## config.mk

```make
export PLATFORM = sky130hd
export DESIGN_NAME = ctrl_decode_pipe_flat
export DESIGN_NICKNAME = d
export VERILOG_FILES = /design/src/rtl/ctrl_decode_pipe_pkg.sv /design/src/rtl/ctrl_decode_pipe_if.sv /design/src/rtl/ctrl_decode_pipe_comb.sv /design/src/rtl/ctrl_decode_pipe.sv /design/src/flat_wrapper.sv
export SDC_FILE = /design/constraint.sdc
export NUM_CORES = 1
export LEC_CHECK = 0
export BUFFER_PORTS_ARGS = -buffer_cell sky130_fd_sc_hd__buf_4
export CAP_MARGIN = 20
export CORE_UTILIZATION = 27
export CTS_CLUSTER_DIAMETER = 80
export DETAILED_ROUTE_END_ITERATION = 10
export SLEW_MARGIN = 40
export SYNTH_ARGS = -nofsm -noshare
export SYNTH_HDL_FRONTEND = slang
export SYNTH_SLANG_ARGS = --single-unit
```

## constraint.sdc

```tcl
create_clock -name clk -period 1.9 [get_ports clk]
set_input_delay 0.19 -clock clk [delete_from_list [all_inputs] [get_ports clk]]
set_output_delay 0.19 -clock clk [all_outputs]
set_load 0.02 [all_outputs]
```

## src/rtl/ctrl_decode_pipe_pkg.sv

```systemverilog
// Shared definitions for the registered control decoder: opcodes, control-bundle
// layout, select-field encodings and sequencer states.
package ctrl_decode_pipe_pkg;

  // Bundle = {reserved zeros, flags, alu_op[OPC_W-1:0]}; reserved bits always read 0.
  localparam int CTRL_W  = 24;
  localparam int FLAGS_W = 15;

  localparam logic [4:0] OPC_HALT    = 5'b00000;
  localparam logic [4:0] OPC_NOP     = 5'b00001;
  localparam logic [4:0] OPC_SIIC    = 5'b00010;
  localparam logic [4:0] OPC_RTI     = 5'b00011;
  localparam logic [4:0] OPC_ST      = 5'b10000;
  localparam logic [4:0] OPC_LD      = 5'b10001;
  localparam logic [4:0] OPC_SLBI    = 5'b10010;
  localparam logic [4:0] OPC_STU     = 5'b10011;
  localparam logic [4:0] OPC_LBI     = 5'b11000;
  localparam logic [4:0] OPC_MEM_ALU = 5'b01000;

  localparam logic [CTRL_W-1:0] CTRL_NOP = 24'h000001;

  typedef enum logic [1:0] {
    DEST_RD_I = 2'b00,
    DEST_RD_R = 2'b01,
    DEST_RS   = 2'b10,
    DEST_R7   = 2'b11
  } dest_sel_e;

  typedef enum logic [2:0] {
    IMM_I5_ZX  = 3'b000,
    IMM_I8_ZX  = 3'b001,
    IMM_I5_SX  = 3'b100,
    IMM_I8_SX  = 3'b101,
    IMM_D11_SX = 3'b110
  } imm_sel_e;

  typedef enum logic [1:0] {
    LINK_ALU = 2'b00,
    LINK_IMM = 2'b01,
    LINK_PC2 = 2'b10
  } link_sel_e;

  typedef struct packed {
    logic      reg_write;
    dest_sel_e dest_sel;
    logic      pc_rel;
    logic      reg_jmp;
    logic      mem_en;
    logic      mem_wr;
    logic      val2reg;
    logic      alu_imm;
    imm_sel_e  imm_sel;
    link_sel_e link_sel;
    logic      is_branch;
  } ctrl_flags_t;

  typedef enum logic [1:0] {
    ST_RUN    = 2'b00,
    ST_SQUASH = 2'b01,
    ST_HALTED = 2'b10
  } fsm_state_e;

endpackage

```

## src/rtl/ctrl_decode_pipe_if.sv

```systemverilog
// ID-side request and EX-side control/redirect signals of the control decoder.
interface ctrl_decode_pipe_if #(
    parameter int OPC_W = 5,
    parameter int PC_W  = 16
);
    logic                                      id_valid_i;
    logic [OPC_W-1:0]                          id_opc_i;
    logic [PC_W-1:0]                           id_pc2_i;
    logic                                      stall_i;
    logic                                      flush_i;
    logic                                      ex_valid_o;
    logic [ctrl_decode_pipe_pkg::CTRL_W-1:0]   ex_ctrl_o;
    logic                                      redirect_o;
    logic [PC_W-1:0]                           redirect_pc_o;
    logic [PC_W-1:0]                           epc_o;
    logic                                      halt_o;
    logic                                      err_o;

    modport master (
        output id_valid_i, id_opc_i, id_pc2_i, stall_i, flush_i,
        input  ex_valid_o, ex_ctrl_o, redirect_o, redirect_pc_o, epc_o, halt_o, err_o
    );

    modport slave (
        input  id_valid_i, id_opc_i, id_pc2_i, stall_i, flush_i,
        output ex_valid_o, ex_ctrl_o, redirect_o, redirect_pc_o, epc_o, halt_o, err_o
    );
endinterface

```

## src/rtl/ctrl_decode_pipe_comb.sv

```systemverilog
// Pure opcode decoder: opcode -> packed control bundle plus sequencer classification.
module ctrl_decode_comb
    import ctrl_decode_pipe_pkg::*;
#(
    parameter int OPC_W = 5
) (
    input  logic [OPC_W-1:0]  opc,
    output logic [CTRL_W-1:0] ctrl,
    output logic              is_halt,
    output logic              is_trap,
    output logic              is_rti,
    output logic              illegal
);
    logic [4:0]       op;
    logic [OPC_W-1:0] aop;
    ctrl_flags_t      f;

    always_comb begin
        op      = opc[4:0];
        aop     = opc;
        f       = '0;
        // Any set bit above the 5-bit opcode field makes the instruction illegal.
        illegal = |(opc >> 5);

        unique casez (op)
            5'b000??: begin
            end
            5'b001??: begin
                f.dest_sel = DEST_R7;
                f.imm_sel  = op[0] ? IMM_I8_SX : IMM_D11_SX;
                f.reg_jmp  = op[0];
                f.pc_rel   = ~op[0];
                if (op[1]) begin
                    f.link_sel  = LINK_PC2;
                    f.reg_write = 1'b1;
                end
            end
            5'b010??, 5'b101??: begin
                f.reg_write = 1'b1;
                f.dest_sel  = DEST_RD_I;
                f.alu_imm   = 1'b1;
                f.imm_sel   = op[1] ? IMM_I5_ZX : IMM_I5_SX;
            end
            5'b011??: begin
                f.is_branch = 1'b1;
                f.imm_sel   = IMM_I8_SX;
            end
            OPC_ST, OPC_LD: begin
                f.mem_en    = 1'b1;
                f.mem_wr    = ~op[0];
                f.val2reg   = op[0];
                f.reg_write = op[0];
                aop         = OPC_W'(OPC_MEM_ALU);
            end
            OPC_STU: begin
                f.mem_en    = 1'b1;
                f.mem_wr    = 1'b1;
                f.reg_write = 1'b1;
                f.dest_sel  = DEST_RS;
                f.imm_sel   = IMM_I5_SX;
                aop         = OPC_W'(OPC_MEM_ALU);
            end
            OPC_LBI: begin
                f.reg_write = 1'b1;
                f.dest_sel  = DEST_RS;
                f.imm_sel   = IMM_I8_SX;
                f.link_sel  = LINK_IMM;
            end
            OPC_SLBI: begin
                f.reg_write = 1'b1;
                f.dest_sel  = DEST_RS;
                f.imm_sel   = IMM_I8_ZX;
            end
            default: begin
                f.reg_write = 1'b1;
                f.dest_sel  = DEST_RD_R;
            end
        endcase

        ctrl                   = '0;
        ctrl[OPC_W-1:0]        = aop;
        ctrl[OPC_W +: FLAGS_W] = f;
        if (illegal) ctrl = CTRL_NOP;

        is_halt = ~illegal & (op == OPC_HALT);
        is_trap = ~illegal & (op == OPC_SIIC);
        is_rti  = ~illegal & (op == OPC_RTI);
    end
endmodule

```

## src/rtl/ctrl_decode_pipe.sv

```systemverilog
// ID/EX control register with stall/flush handling and a HALT / trap / RTI sequencer
// that saves EPC and issues a one-cycle registered PC redirect.
module ctrl_decode_pipe
    import ctrl_decode_pipe_pkg::*;
#(
    parameter int              OPC_W   = 5,
    parameter int              PC_W    = 16,
    parameter logic [PC_W-1:0] EXC_VEC = 16'h0002
) (
    input logic              clk,
    input logic              rst,
    ctrl_decode_pipe_if.slave bus
);
    fsm_state_e        state;
    logic              vld_p1;
    logic [CTRL_W-1:0] ctrl_p1;
    logic              redir_p1;
    logic [PC_W-1:0]   redir_pc_p1;
    logic [PC_W-1:0]   epc;
    logic              halt_flag;
    logic              err_flag;

    logic [CTRL_W-1:0] dec_ctrl;
    logic              dec_halt;
    logic              dec_trap;
    logic              dec_rti;
    logic              dec_illegal;
    logic              accept;

    ctrl_decode_comb #(.OPC_W(OPC_W)) u_dec (
        .opc     (bus.id_opc_i),
        .ctrl    (dec_ctrl),
        .is_halt (dec_halt),
        .is_trap (dec_trap),
        .is_rti  (dec_rti),
        .illegal (dec_illegal)
    );

    assign accept = bus.id_valid_i & ~bus.stall_i & ~bus.flush_i & (state == ST_RUN);

    // ID -> EX boundary: control register, sequencer, EPC and sticky flags
    always_ff @(posedge clk or posedge rst) begin
        if (rst) begin
            state       <= ST_RUN;
            vld_p1      <= 1'b0;
            ctrl_p1     <= CTRL_NOP;
            redir_p1    <= 1'b0;
            redir_pc_p1 <= '0;
            epc         <= '0;
            halt_flag   <= 1'b0;
            err_flag    <= 1'b0;
        end else begin
            redir_p1 <= 1'b0;
            unique case (state)
                ST_RUN: begin
                    if (bus.flush_i) begin
                        vld_p1  <= 1'b0;
                        ctrl_p1 <= CTRL_NOP;
                    end else if (accept) begin
                        if (dec_halt) begin
                            vld_p1    <= 1'b1;
                            ctrl_p1   <= dec_ctrl;
                            halt_flag <= 1'b1;
                            state     <= ST_HALTED;
                        end else if (dec_trap | dec_illegal) begin
                            epc         <= bus.id_pc2_i;
                            redir_p1    <= 1'b1;
                            redir_pc_p1 <= EXC_VEC;
                            vld_p1      <= 1'b0;
                            ctrl_p1     <= CTRL_NOP;
                            err_flag    <= err_flag | dec_illegal;
                            state       <= ST_SQUASH;
                        end else if (dec_rti) begin
                            redir_p1    <= 1'b1;
                            redir_pc_p1 <= epc;
                            vld_p1      <= 1'b0;
                            ctrl_p1     <= CTRL_NOP;
                            state       <= ST_SQUASH;
                        end else begin
                            vld_p1  <= 1'b1;
                            ctrl_p1 <= dec_ctrl;
                        end
                    end else if (!bus.stall_i) begin
                        vld_p1 <= 1'b0;
                    end
                end
                // The instruction sitting in ID during the redirect is wrong-path.
                ST_SQUASH: begin
                    vld_p1 <= 1'b0;
                    state  <= ST_RUN;
                end
                default: begin
                    vld_p1 <= 1'b0;
                end
            endcase
        end
    end

    assign bus.ex_valid_o    = vld_p1;
    assign bus.ex_ctrl_o     = ctrl_p1;
    assign bus.redirect_o    = redir_p1;
    assign bus.redirect_pc_o = redir_pc_p1;
    assign bus.epc_o         = epc;
    assign bus.halt_o        = halt_flag;
    assign bus.err_o         = err_flag;
endmodule

```

## src/flat_wrapper.sv

```systemverilog
// flat-port wrapper written by rule: the top's interface ports become plain ports
module ctrl_decode_pipe_flat import ctrl_decode_pipe_pkg::*;
#(
    parameter int              OPC_W   = 5,
    parameter int              PC_W    = 16,
    parameter logic [PC_W-1:0] EXC_VEC = 16'h0002
)
  (clk, rst, bus_id_valid_i, bus_id_opc_i, bus_id_pc2_i, bus_stall_i, bus_flush_i, bus_ex_valid_o, bus_ex_ctrl_o, bus_redirect_o, bus_redirect_pc_o, bus_epc_o, bus_halt_o, bus_err_o);
  ctrl_decode_pipe_if #(.OPC_W(OPC_W), .PC_W(PC_W)) bus_i ();
  input logic clk;
  input logic rst;
  input wire logic [$bits(bus_i.id_valid_i)-1:0] bus_id_valid_i;
  input wire logic [$bits(bus_i.id_opc_i)-1:0] bus_id_opc_i;
  input wire logic [$bits(bus_i.id_pc2_i)-1:0] bus_id_pc2_i;
  input wire logic [$bits(bus_i.stall_i)-1:0] bus_stall_i;
  input wire logic [$bits(bus_i.flush_i)-1:0] bus_flush_i;
  output wire logic [$bits(bus_i.ex_valid_o)-1:0] bus_ex_valid_o;
  output wire logic [$bits(bus_i.ex_ctrl_o)-1:0] bus_ex_ctrl_o;
  output wire logic [$bits(bus_i.redirect_o)-1:0] bus_redirect_o;
  output wire logic [$bits(bus_i.redirect_pc_o)-1:0] bus_redirect_pc_o;
  output wire logic [$bits(bus_i.epc_o)-1:0] bus_epc_o;
  output wire logic [$bits(bus_i.halt_o)-1:0] bus_halt_o;
  output wire logic [$bits(bus_i.err_o)-1:0] bus_err_o;
  assign bus_i.id_valid_i = bus_id_valid_i;
  assign bus_i.id_opc_i = bus_id_opc_i;
  assign bus_i.id_pc2_i = bus_id_pc2_i;
  assign bus_i.stall_i = bus_stall_i;
  assign bus_i.flush_i = bus_flush_i;
  assign bus_ex_valid_o = bus_i.ex_valid_o;
  assign bus_ex_ctrl_o = bus_i.ex_ctrl_o;
  assign bus_redirect_o = bus_i.redirect_o;
  assign bus_redirect_pc_o = bus_i.redirect_pc_o;
  assign bus_epc_o = bus_i.epc_o;
  assign bus_halt_o = bus_i.halt_o;
  assign bus_err_o = bus_i.err_o;
  ctrl_decode_pipe #(.OPC_W(OPC_W), .PC_W(PC_W), .EXC_VEC(EXC_VEC)) u_core (.clk(clk), .rst(rst), .bus(bus_i));
endmodule
```

**Word level (Yosys, flattened, before mapping)**

Index checks and enable logic that the tools add are counted.

- Equal/unequal tests: 16
- Muxes and demuxes: 40
- Bitwise gates (word level): 7
- Reductions and logical operators: 18

Operators with widths:

| kind | count |
|---|---|
| $mux W24 | 4 |
| $mux W16 | 2 |
| $eq A5 B5 Y1 const B | 5 |
| $mux W20 | 1 |
| $mux W1 | 17 |
| $mux W2 | 8 |
| $pmux W3 S5 | 1 |
| $pmux W2 S2 | 3 |
| $eq A5 B2 Y1 const B | 2 |
| $reduce_and A5 Y1 | 2 |
| $reduce_and A4 Y1 | 2 |
| $reduce_or A2 Y1 | 4 |
| $eq A3 B2 Y1 const B | 2 |
| $pmux W2 S3 | 1 |
| $reduce_bool A2 Y1 | 3 |
| $reduce_or A3 Y1 | 2 |
| $reduce_or A6 Y1 | 1 |
| $logic_not A5 Y1 | 1 |
| $mux W5 | 1 |
| $ne A4 B1 Y1 const B | 1 |
| $ne A4 B3 Y1 const B | 1 |
| $not A1 Y1 | 4 |
| $and A1 B1 Y1 | 3 |
| $eq A3 B1 Y1 const B | 1 |
| 9 further kinds | 9 |

- Flip-flop bits (word level): 61
- Input bits: 26
- Output and inout bits: 60
- Logic and storage cells: 88

**Depth between registers and ports, before layout**

Gate-level depths: netlist of the first run.

- Depth after elaboration: 8
- Mapped depth: 6
- Mapped depth without buffers: 4

**Modules after synthesis**

A second synthesis of the first run with hierarchy kept.

- Cell total of the unflattened synthesis: 229
- Area, all modules: 2795.2 sq um

By module, submodules not included:

| module | instances | cells each | area an instance (sq um) | sequential area each (sq um) |
|---|---|---|---|---|
| ctrl_decode_pipe | 1 | 168 | 2421.1 | 1552.7 |
| ctrl_decode_comb | 1 | 61 | 374.1 | 0.0 |

**Worst setup path after synthesis of the first run**

OpenSTA, ideal clock, no wires.

- Kind: register to register
- Start point: register u_core.state[0]
- End point: register u_core.epc[0], in the netlist u_core.bus.epc_o[0]
- Setup time: 0.125 ns
- Arrival time: 1.429 ns
- Data required time: 1.775 ns
- Path slack: 0.346 ns
- Stages on the path, launching flop included: 6
- Path buffers: 1
- Clock period less this slack: 1.554 ns
- Path through: dfrtp_1 nor3_2 nand3_4 nor2_8 buf_12 mux2_4

- Cells in the longest elaborated chain, start to end: 3

Ends and longest elaborated chain:

| element | RTL line | RTL |
|---|---|---|
| start: declaration | ctrl_decode_pipe.sv:14 | `fsm_state_e state;` |
| start signal: assignment | ctrl_decode_pipe.sv:44 | `state <= ST_RUN;` |
| start signal: assignment | ctrl_decode_pipe.sv:64 | `state <= ST_HALTED;` |
| start signal: assignment | ctrl_decode_pipe.sv:72 | `state <= ST_SQUASH;` |
| $logic_not A2 Y1 (*) | ctrl_decode_pipe.sv:39, ctrl_decode_pipe.sv:54 |  |
| $and A1 B1 Y1 | ctrl_decode_pipe.sv:39 | `assign accept = bus.id_valid_i & ~bus.stall_i & ~bus.flush_i & (state == ST_RUN);` |
| $reduce_and A5 Y1 (no source line) (*) | n/a |  |
| end signal: assignment | ctrl_decode_pipe.sv:66 | `epc <= bus.id_pc2_i;` |
| end: declaration | ctrl_decode_pipe.sv:19 | `logic [PC_W-1:0] epc;` |

Every way passes the cells marked *; elsewhere a longest branch is shown, timed or not.
A chain may end at the register's enable or synchronous reset.

**Final worst setup path of the first run**

- Start point: register u_core.state[0]
- End point: register u_core.ctrl_p1[16], in the netlist u_core.bus.ex_ctrl_o[16]

- Cells in the longest elaborated chain, start to end: 4

Ends and longest elaborated chain:

| element | RTL line | RTL |
|---|---|---|
| $logic_not A2 Y1 (*) | ctrl_decode_pipe.sv:39, ctrl_decode_pipe.sv:54 |  |
| $and A1 B1 Y1 | ctrl_decode_pipe.sv:39 |  |
| $reduce_bool A2 Y1 (no source line) | n/a |  |
| $reduce_and A2 Y1 (no source line) (*) | n/a |  |
| end signal: assignment | ctrl_decode_pipe.sv:62 | `ctrl_p1 <= dec_ctrl;` |
| end signal: assignment | ctrl_decode_pipe.sv:81 | `ctrl_p1 <= dec_ctrl;` |
| end: declaration | ctrl_decode_pipe.sv:16 | `logic [CTRL_W-1:0] ctrl_p1;` |

Marks and branches as above.

==> run metrics, run 1 <==
ys async rst share 100.0%; Worst setup SP type flop; synthesized area 2514 sq um; Core ar. 8848 sq um; Setup TNS Final 0 ps; Final Hold Vio Count 0; final setup violation count 0; fin area 3336 sq um; clk root buf clkbuf_8; clk buf depth 2; Global Route Usage Sum 12.50%; worst-path maximum fanout 5; number of placed I/O pins 86; initial antenna violation count 0; drt first pass iters 6; Synth-to-Final Area Change 32.70%; RSZ-0062 raised after global routing false; Final Worst Setup Slack 211.3 ps; Core Rows 34; Syn Inst Count 228; gpl congestion 0.7857; IO Port Bufs 80; PwrDens 783.6 nW/um^2; Worst Hold Class in -> reg; drt initial violations 54; later-pin clock latency in the skew report 310 ps; Worst-Margin Slew 604.8 ps; Routed Wire Length 5.839 mm; H-tree lvl count 2; status completed; #FFs+latches synth 56; Final ANT Viol Nets 0; Fin Clk Skew 13.91 ps; prevailing post-synth register cell dfrtp_1; Die Span Y 98.49 microns; P_leak 1.665 nW; slowest CP cell nor3_1; Die W 98.49 microns; DR WL/cell 14.10 microns; Crit path buffers/inverters 0; Layout Nets 332; Worst-path clk slew 100 ps; DR vias 1894; CP Capture Type flop; Syn Area/Cell 11.02 sq um; vias in the first global route 1894; Initial Util 28.41%; max frequency 592.2 MHz; number of enable flip-flop cells after synthesis 0; drc violations 0; distinct cell type count after synthesis 41; die area 9699 sq um; r2r setup slk 210 ps; CP top delay family simple AND/OR/NAND/NOR gates; VDD IR max 0.0002850 V; sequential share of the synthesized area 55.80%; area post-placement 3197 sq um; detail-routed via count per cell 4.575; CTS Buf Count 5; top cell type by total area after synthesis dfrtp_1; Inserted Diodes 0; Slew Viols, Final 0; global-route wire length before repair 9.646 mm; largest net degree at the start of global routing 57; Max-Cap Viols 0; share of cells above drive strength 1 37.58%; worst slew margin relative to its limit 59.41%; clock tree sinks 56; Period minus WS final 1689 ps; most frequent cells in the layout buf_4, dfrtp_1, nand2_1; CTS tree built; most common cell after layout, fill and taps aside buf_4; post-DP HPWL 4.145 mm; Area contributors post-synth dfrtp_1, nand2_1, mux2_4; CTS-repair resized insts 0; crit path kind reg -> reg; crit-path cells nor3_2 -> nand2_1 -> nor3_1 -> a22o_1; CP arrival 1930 ps; max incr delay on CP 450 ps; pre-CTS setup slack 163.3 ps; gr ovfl total 0; # fillers 878; yosys warns 0; Total Power 2.614 mW; CP Data Required Time 2140 ps; Tcrit/Tclk final 88.88%; Yosys top cell area share 54.75%
-- area by class of cell --
class / instances / area, sq um / area share [%]
flip-flops and latches: 56 / 1403 / 42.05
multi-input cells: 151 / 982.2 / 29.44
repair buffers: 87 / 668.1 / 20.03
well taps: 108 / 135.1 / 4.051
clock buffers: 5 / 68.82 / 2.063
clock inverters: 2 / 60.06 / 1.800
inverters: 5 / 18.77 / 0.5626
-- per-stage QoR --
step,instances,hold slack (ps),util [%]
5_1_grt,414,83.73,37.70
3_3_place_gp,406,275.2,36.13
2_1_floorplan,232,285.5,-
3_5_place_dp,406,283.4,36.13
6_report,414,101.2,37.70
4_1_cts,414,88.14,37.70
-- Yosys cell counts, types with 2 or more instances --
| cell | instances |
|---|---|
| buf_4 | 6 |
| o21ai_0 | 25 |
| a32o_1 | 3 |
| dfrtp_1 | 55 |
| a21oi_1 | 3 |
| nor2b_1 | 2 |
| nand2_1 | 43 |
| mux2_2 | 6 |
| nor4_1 | 2 |
| inv_1 | 5 |
| mux2i_1 | 2 |
| nor2_1 | 9 |
| a22o_1 | 10 |
| nor3_1 | 3 |
| clkbuf_1 | 8 |
| mux2_4 | 10 |
| nand3_1 | 5 |
| buf_2 | 3 |
| nand2b_1 | 6 |
-- state kept, by name (all words and copies together), names as in the netlist --
register / cells
u_core.bus.ex_valid_o: 1
u_core.bus.redirect_pc_o: 16
u_core.state: 2
u_core.bus.redirect_o: 1
u_core.bus.ex_ctrl_o: 19
u_core.bus.epc_o: 16
u_core.bus.halt_o: 1
-- final timing paths --
kind / to / start / depth (start not counted)
worst max-delay path: u_core.bus.ex_ctrl_o[16]$_DFFE_PP0P_ / u_core.state[0]$_DFFE_PP0P_ / 4
worst min-delay path: u_core.bus.epc_o[8]$_DFFE_PP0P_ / bus_id_pc2_i[8] / 2
worst max register to register: u_core.bus.ex_ctrl_o[16]$_DFFE_PP0P_ / u_core.state[0]$_DFFE_PP0P_ / 4
worst min register to register: u_core.bus.halt_o$_DFFE_PP0P_ / u_core.bus.halt_o$_DFFE_PP0P_ / 1
max in group asynchronous: u_core.bus.ex_ctrl_o[0]$_DFFE_PP1P_ / rst / 4
min in group asynchronous: u_core.bus.epc_o[10]$_DFFE_PP0P_ / rst / 4
-- routing by layer --
metal	wire length (microns)	GRT usage [%]	vias up
met5	0	0	-
met4	53	2.755	0
met3	327	3.262	7
met2	2776	21.29	58
met1	2682	15.99	898
li1	-	-	931
-- power breakdown --
part | total, mW | switching, mW | internal [mW]
Combinational | 0.422 | 0.235 | 0.187
Sequential | 1.29 | 0.0421 | 1.25
Clock | 0.900 | 0.381 | 0.519
-- cells by family (layout without fill, tap and decap cells) --
family / count (synthesis) / after routing / synth area share, %
other: 1 / 5 / 0.1492
and+or+nand+nor: 78 / 78 / 15.78
xor gates and xnor gates: 2 / 2 / 0.6970
DFF: 56 / 56 / 55.80
AOI/OAI and AO/OA: 48 / 48 / 12.39
buffers and inverters: 25 / 99 / 5.724
muxes: 18 / 18 / 9.457
-- repair_timing --
| action | 4_1_cts | 5_1_grt |
|---|---|---|
| hold buffers | 1 | 0 |
| hold endpoints to repair | 55 | 0 |
| buffers inserted | 0 | 0 |
No activity file was read; power rests on OpenSTA's default activity.
==> run 2, diff against run 1 <==
--- a/config.mk
+++ b/config.mk
@@ -10,6 +10,7 @@
 export CORE_UTILIZATION = 27
 export CTS_CLUSTER_DIAMETER = 80
 export DETAILED_ROUTE_END_ITERATION = 10
+export MAX_ROUTING_LAYER = met4
 export SLEW_MARGIN = 40
 export SYNTH_ARGS = -nofsm -noshare
 export SYNTH_HDL_FRONTEND = slang
==> run metrics, run 2 (synthesized netlist as in run 1, its figures left out) <==
worst slew margin relative to its limit 60.54%; CP Capture Type flop; Synth-to-Final Area Change 32.70%; Worst-path clk slew 110 ps; final setup violation count 0; Final ANT Viol Nets 0; status completed; most common cell after layout, fill and taps aside buf_4; CP arrival 1930 ps; WP depth 4; H-tree lvl count 2; Setup TNS Final 0 ps; Worst-Margin Slew 587.9 ps; Combinational Power Share 16.1%; Die Span Y 98.49 microns; Fin Clk Skew 14.96 ps; RR Startpoint u_core.state[0]$_DFFE_PP0P_; Core ar. 8848 sq um; clk buf depth 2; gr ovfl total 0; max incr delay on CP 450 ps; area post-placement 3197 sq um; Max-Cap Viols 0; Die W 98.49 microns; Worst Hold Class in -> reg; CTS Buf Count 5; CP Data Required Time 2140 ps; drt initial violations 53; Period minus WS final 1689 ps; Final Worst Setup Slack 211.2 ps; Global Route Usage Sum 12.90%; worst-path maximum fanout 5; later-pin clock latency in the skew report 310 ps; share of cells above drive strength 1 37.58%; Slew Viols, Final 0; pre-CTS setup slack 163.3 ps; Setup crit start u_core.state[0]$_DFFE_PP0P_; worst setup path end u_core.bus.ex_ctrl_o[16]$_DFFE_PP0P_; max FFs per register 19; DR vias 1897; max frequency 592.1 MHz; IO Port Bufs 80; PwrDens 784.3 nW/um^2; gpl congestion 0.7967; CP top delay family simple AND/OR/NAND/NOR gates; post-DP HPWL 4.145 mm; CTS tree built; Worst setup SP type flop; Final Hold Vio Count 0; fin area 3336 sq um; clock tree sinks 56; drc violations 0; Core Rows 34; CTS-repair resized insts 0; Reg power frac 49.3%; number of placed I/O pins 86; Internal Power 1.955 mW; hold_ws 99.28 ps; clock power share 34.5%; Sw Share 25.26%; drt first pass iters 6; FF-to-FF End u_core.bus.ex_ctrl_o[16]$_DFFE_PP0P_; Initial Util 28.41%; Worst Reg-to-Reg Cells 4; largest net degree at the start of global routing 57; Routed Wire Length 5.836 mm; VDD IR max 0.0002871 V; P_leak 1.665 nW; die area 9699 sq um; RSZ-0062 raised after global routing false; Layout Nets 332; detail-routed via count per cell 4.582; Tcrit/Tclk final 88.88%; fin util 37.70%; r2r setup slk 210 ps; most frequent cells in the layout buf_4, dfrtp_1, nand2_1; initial antenna violation count 0; global-route wire length before repair 9.666 mm; Inserted Diodes 0; vias in the first global route 1889; crit-path cells nor3_2 -> nand2_1 -> nor3_1 -> a22o_1; DR WL/cell 14.10 microns; clk root buf clkbuf_8; slowest CP cell nor3_1; crit path kind reg -> reg; switching pwr 660.9 uW; Crit path buffers/inverters 0
run 2: cell counts in the layout (fill, tap and decap cells not counted):
No cell type changed its count.
run 2: per-stage QoR:
stage	std cells	total power, mW
floorplan	232	1.559
global placement	406	1.733
detailed placement	406	1.743
CTS	414	2.665
global route	414	2.750
finish	414	2.616
run 2: layer usage:
metal | track usage, % | vias to the layer above | part of all wire, % | wire length, microns
li1 | - | 931 | - | -
met1 | 16.30 | 901 | 47 | 2714
met2 | 21.29 | 60 | 48 | 2802
met3 | 2.837 | 5 | 4.9 | 287
met4 | 2.755 | 0 | 0.55 | 32
met5 | - | - | 0 | 0
run 2: how the worst min path moves through the flow:
stage,from,endpoint,slack [ps],cells past startpoint
3_5_place_dp,rst,u_core.bus.redirect_pc_o[11]$_DFFE_PP0P_,280,3
4_1_cts,bus_id_pc2_i[8],u_core.bus.epc_o[8]$_DFFE_PP0P_,90,2
5_1_grt,bus_id_pc2_i[3],u_core.bus.epc_o[3]$_DFFE_PP0P_,80,2
6_report,bus_id_pc2_i[8],u_core.bus.epc_o[8]$_DFFE_PP0P_,100,2
2_1_floorplan,bus_flush_i,u_core.bus.ex_ctrl_o[14]$_DFFE_PP0P_,290,1
3_3_place_gp,rst,u_core.bus.ex_ctrl_o[15]$_DFFE_PP0P_,280,3
run 2: power by group through the flow:
stage	clock network [mW]	logic [mW]	registers, mW
after detailed placement	0	0.428	1.31
after floorplan	0	0.185	1.37
final	0.903	0.422	1.29
after CTS	0.943	0.430	1.29
after global placement	0	0.419	1.31
after global routing	0.988	0.460	1.30
run 2: cell type report:
type	instances	area, sq um
clock inverters	2	60.06
multi-input cells	151	982.2
inverters	5	18.77
clock buffers	5	68.82
flip-flops and latches	56	1403
repair buffers	87	668.1
well taps	108	135.1
fillers	878	5513
run 2: worst register-to-register path, delay by kind of cell, from the launching register on:
kind	cells	cell delay [ps]
DFF	1	410
AOI/OAI and AO/OA	1	220
and+or+nand+nor	3	1000
run 2: what timing repair did:
item | CTS | global route
endpoints found under the hold margin | 55 | 0
buffers inserted | 0 | 0
hold buffers | 1 | 0
==> run 3, diff against run 2 <==
--- a/config.mk
+++ b/config.mk
@@ -11,6 +11,7 @@
 export CTS_CLUSTER_DIAMETER = 80
 export DETAILED_ROUTE_END_ITERATION = 10
 export MAX_ROUTING_LAYER = met4
+export PLACE_DENSITY = 0.49
 export SLEW_MARGIN = 40
 export SYNTH_ARGS = -nofsm -noshare
 export SYNTH_HDL_FRONTEND = slang
==> run metrics, run 3 (synthesized netlist as in run 1, its figures left out) <==
worst-path maximum fanout 16; Final Worst Setup Slack 177.5 ps; IO Port Bufs 80; Internal Power 1.727 mW; FF-to-FF End u_core.bus.epc_o[9]$_DFFE_PP0P_; clock tree sinks 56; share of cells above drive strength 1 37.99%; largest net degree at the start of global routing 35; Combinational Power Share 17.8%; pre-CTS setup slack 160.2 ps; drc violations 7; hold_ws 109.5 ps; clk root buf clkbuf_8; Period minus WS final 1723 ps; P_leak 1.652 nW; Worst-path clk slew 100 ps; PwrDens 723.8 nW/um^2; Initial Util 28.41%; CTS tree built; area occupied by multi-input gates 982.2 sq um; most common cell after layout, fill and taps aside buf_4; r2r setup slk 180 ps; gr ovfl total 0; RSZ-0062 raised after global routing false; slowest CP cell dfrtp_1; CP Capture Type flop; Global Route Usage Sum 12.63%; Reg power frac 54.0%; Tcrit/Tclk final 90.66%; hold path start bus_id_pc2_i[0]; # fillers 916; Sw Share 27.58%; Die Span Y 98.49 microns; Die W 98.49 microns; drt initial violations 97; VDD IR max 0.0002813 V; clk buf depth 2; gpl congestion 0.8248; Worst Reg-to-Reg Cells 4; DR vias 1879; global-route wire length before repair 9.315 mm; number of placed I/O pins 86; max FFs per register 19; Core Rows 34; fin util 37.23%; final setup violation count 0; detail-routed via count per cell 4.517; drt first pass iters 7; crit-path cells nor3_2 -> nand3_4 -> nor2_8 -> mux2_2; Core ar. 8848 sq um; worst hold path depth 2; dpl cells 407; CP arrival 1920 ps; H-tree lvl count 2; Routed Wire Length 5.870 mm; CTS Buf Count 5; non-filler cells, final 416; post-DP HPWL 4.314 mm; crit path kind reg -> reg; total setup buffers inserted after CTS 0; Setup TNS Final 0 ps; WHS Endpoint u_core.bus.epc_o[0]$_DFFE_PP0P_; status complete, but fails checks; fin area 3294 sq um; Slew Viols, Final 0; Worst-Margin Slew 536.5 ps; Total Power 2.384 mW; Worst Hold Class in -> reg; Final ANT Viol Nets 0; Max-Cap Viols 0; clock power share 28.2%; later-pin clock latency in the skew report 300 ps; die area 9699 sq um; switching pwr 657.7 uW; worst slew margin relative to its limit 63.31%; most frequent cells in the layout buf_4, dfrtp_1, nand2_1; DR WL/cell 14.11 microns; initial antenna violation count 0; FF/Latch Area 1403 sq um; Inserted Diodes 0; Worst setup SP type flop; Final Hold Vio Count 0; CP Data Required Time 2100 ps; Layout Nets 333; failing checks design-rule violations; Synth-to-Final Area Change 31.06%; RR Startpoint u_core.state[0]$_DFFE_PP0P_; area post-placement 3192 sq um; vias in the first global route 1758; Fin Clk Skew 8.671 ps; max frequency 580.5 MHz; max incr delay on CP 410 ps
==> run 3: what timing repair did <==
item | 4_1_cts | 5_1_grt
hold buffers | 1 | 0
endpoints found under the hold margin | 12 | 0
resized for setup | 0 | 0
==> run 3: worst max path at each step <==
stage | startpoint | to | slack, ps
6_report | u_core.state[0]$_DFFE_PP0P_ | u_core.bus.epc_o[9]$_DFFE_PP0P_ | 180
2_1_floorplan | rst | u_core.bus.epc_o[0]$_DFFE_PP0P_ | 340
3_5_place_dp | bus_id_opc_i[4] | u_core.bus.epc_o[9]$_DFFE_PP0P_ | 160
4_1_cts | u_core.state[0]$_DFFE_PP0P_ | u_core.bus.epc_o[9]$_DFFE_PP0P_ | 170
3_3_place_gp | bus_id_opc_i[4] | u_core.bus.epc_o[12]$_DFFE_PP0P_ | 200
5_1_grt | u_core.state[0]$_DFFE_PP0P_ | u_core.bus.epc_o[9]$_DFFE_PP0P_ | 80
==> run 3: layout make-up <==
class / instances / share of cell area, %
Clock buffer: 6 / 2.507
Clock inverter: 2 / 0.3038
Inverter: 5 / 0.5697
Multi-Input combinational cell: 151 / 29.81
Sequential cell: 56 / 42.58
Tap cell: 108 / 4.102
Timing Repair Buffer: 88 / 20.13
==> run 3: power groups by stage <==
stage | Sequential [mW] | Clock (mW) | Combinational [mW]
after CTS | 1.29 | 0.698 | 0.429
final | 1.29 | 0.672 | 0.424
after global placement | 1.32 | 0 | 0.421
after floorplan | 1.37 | 0 | 0.185
after detailed placement | 1.31 | 0 | 0.426
after global routing | 1.30 | 0.755 | 0.458
==> run 3: per-layer routing <==
metal	routed length (microns)	global-route usage, %
met2	2697	18.47
met5	0	-
met3	304	2.340
met4	57	4.133
met1	2811	17.66
==> run 3: worst max-delay path: cells and delay by family, from the launching register on <==
kind / cells / cell delay [ps]
AND/OR/NAND/NOR: 3 / 820
flip-flops: 1 / 410
multiplexers: 1 / 380
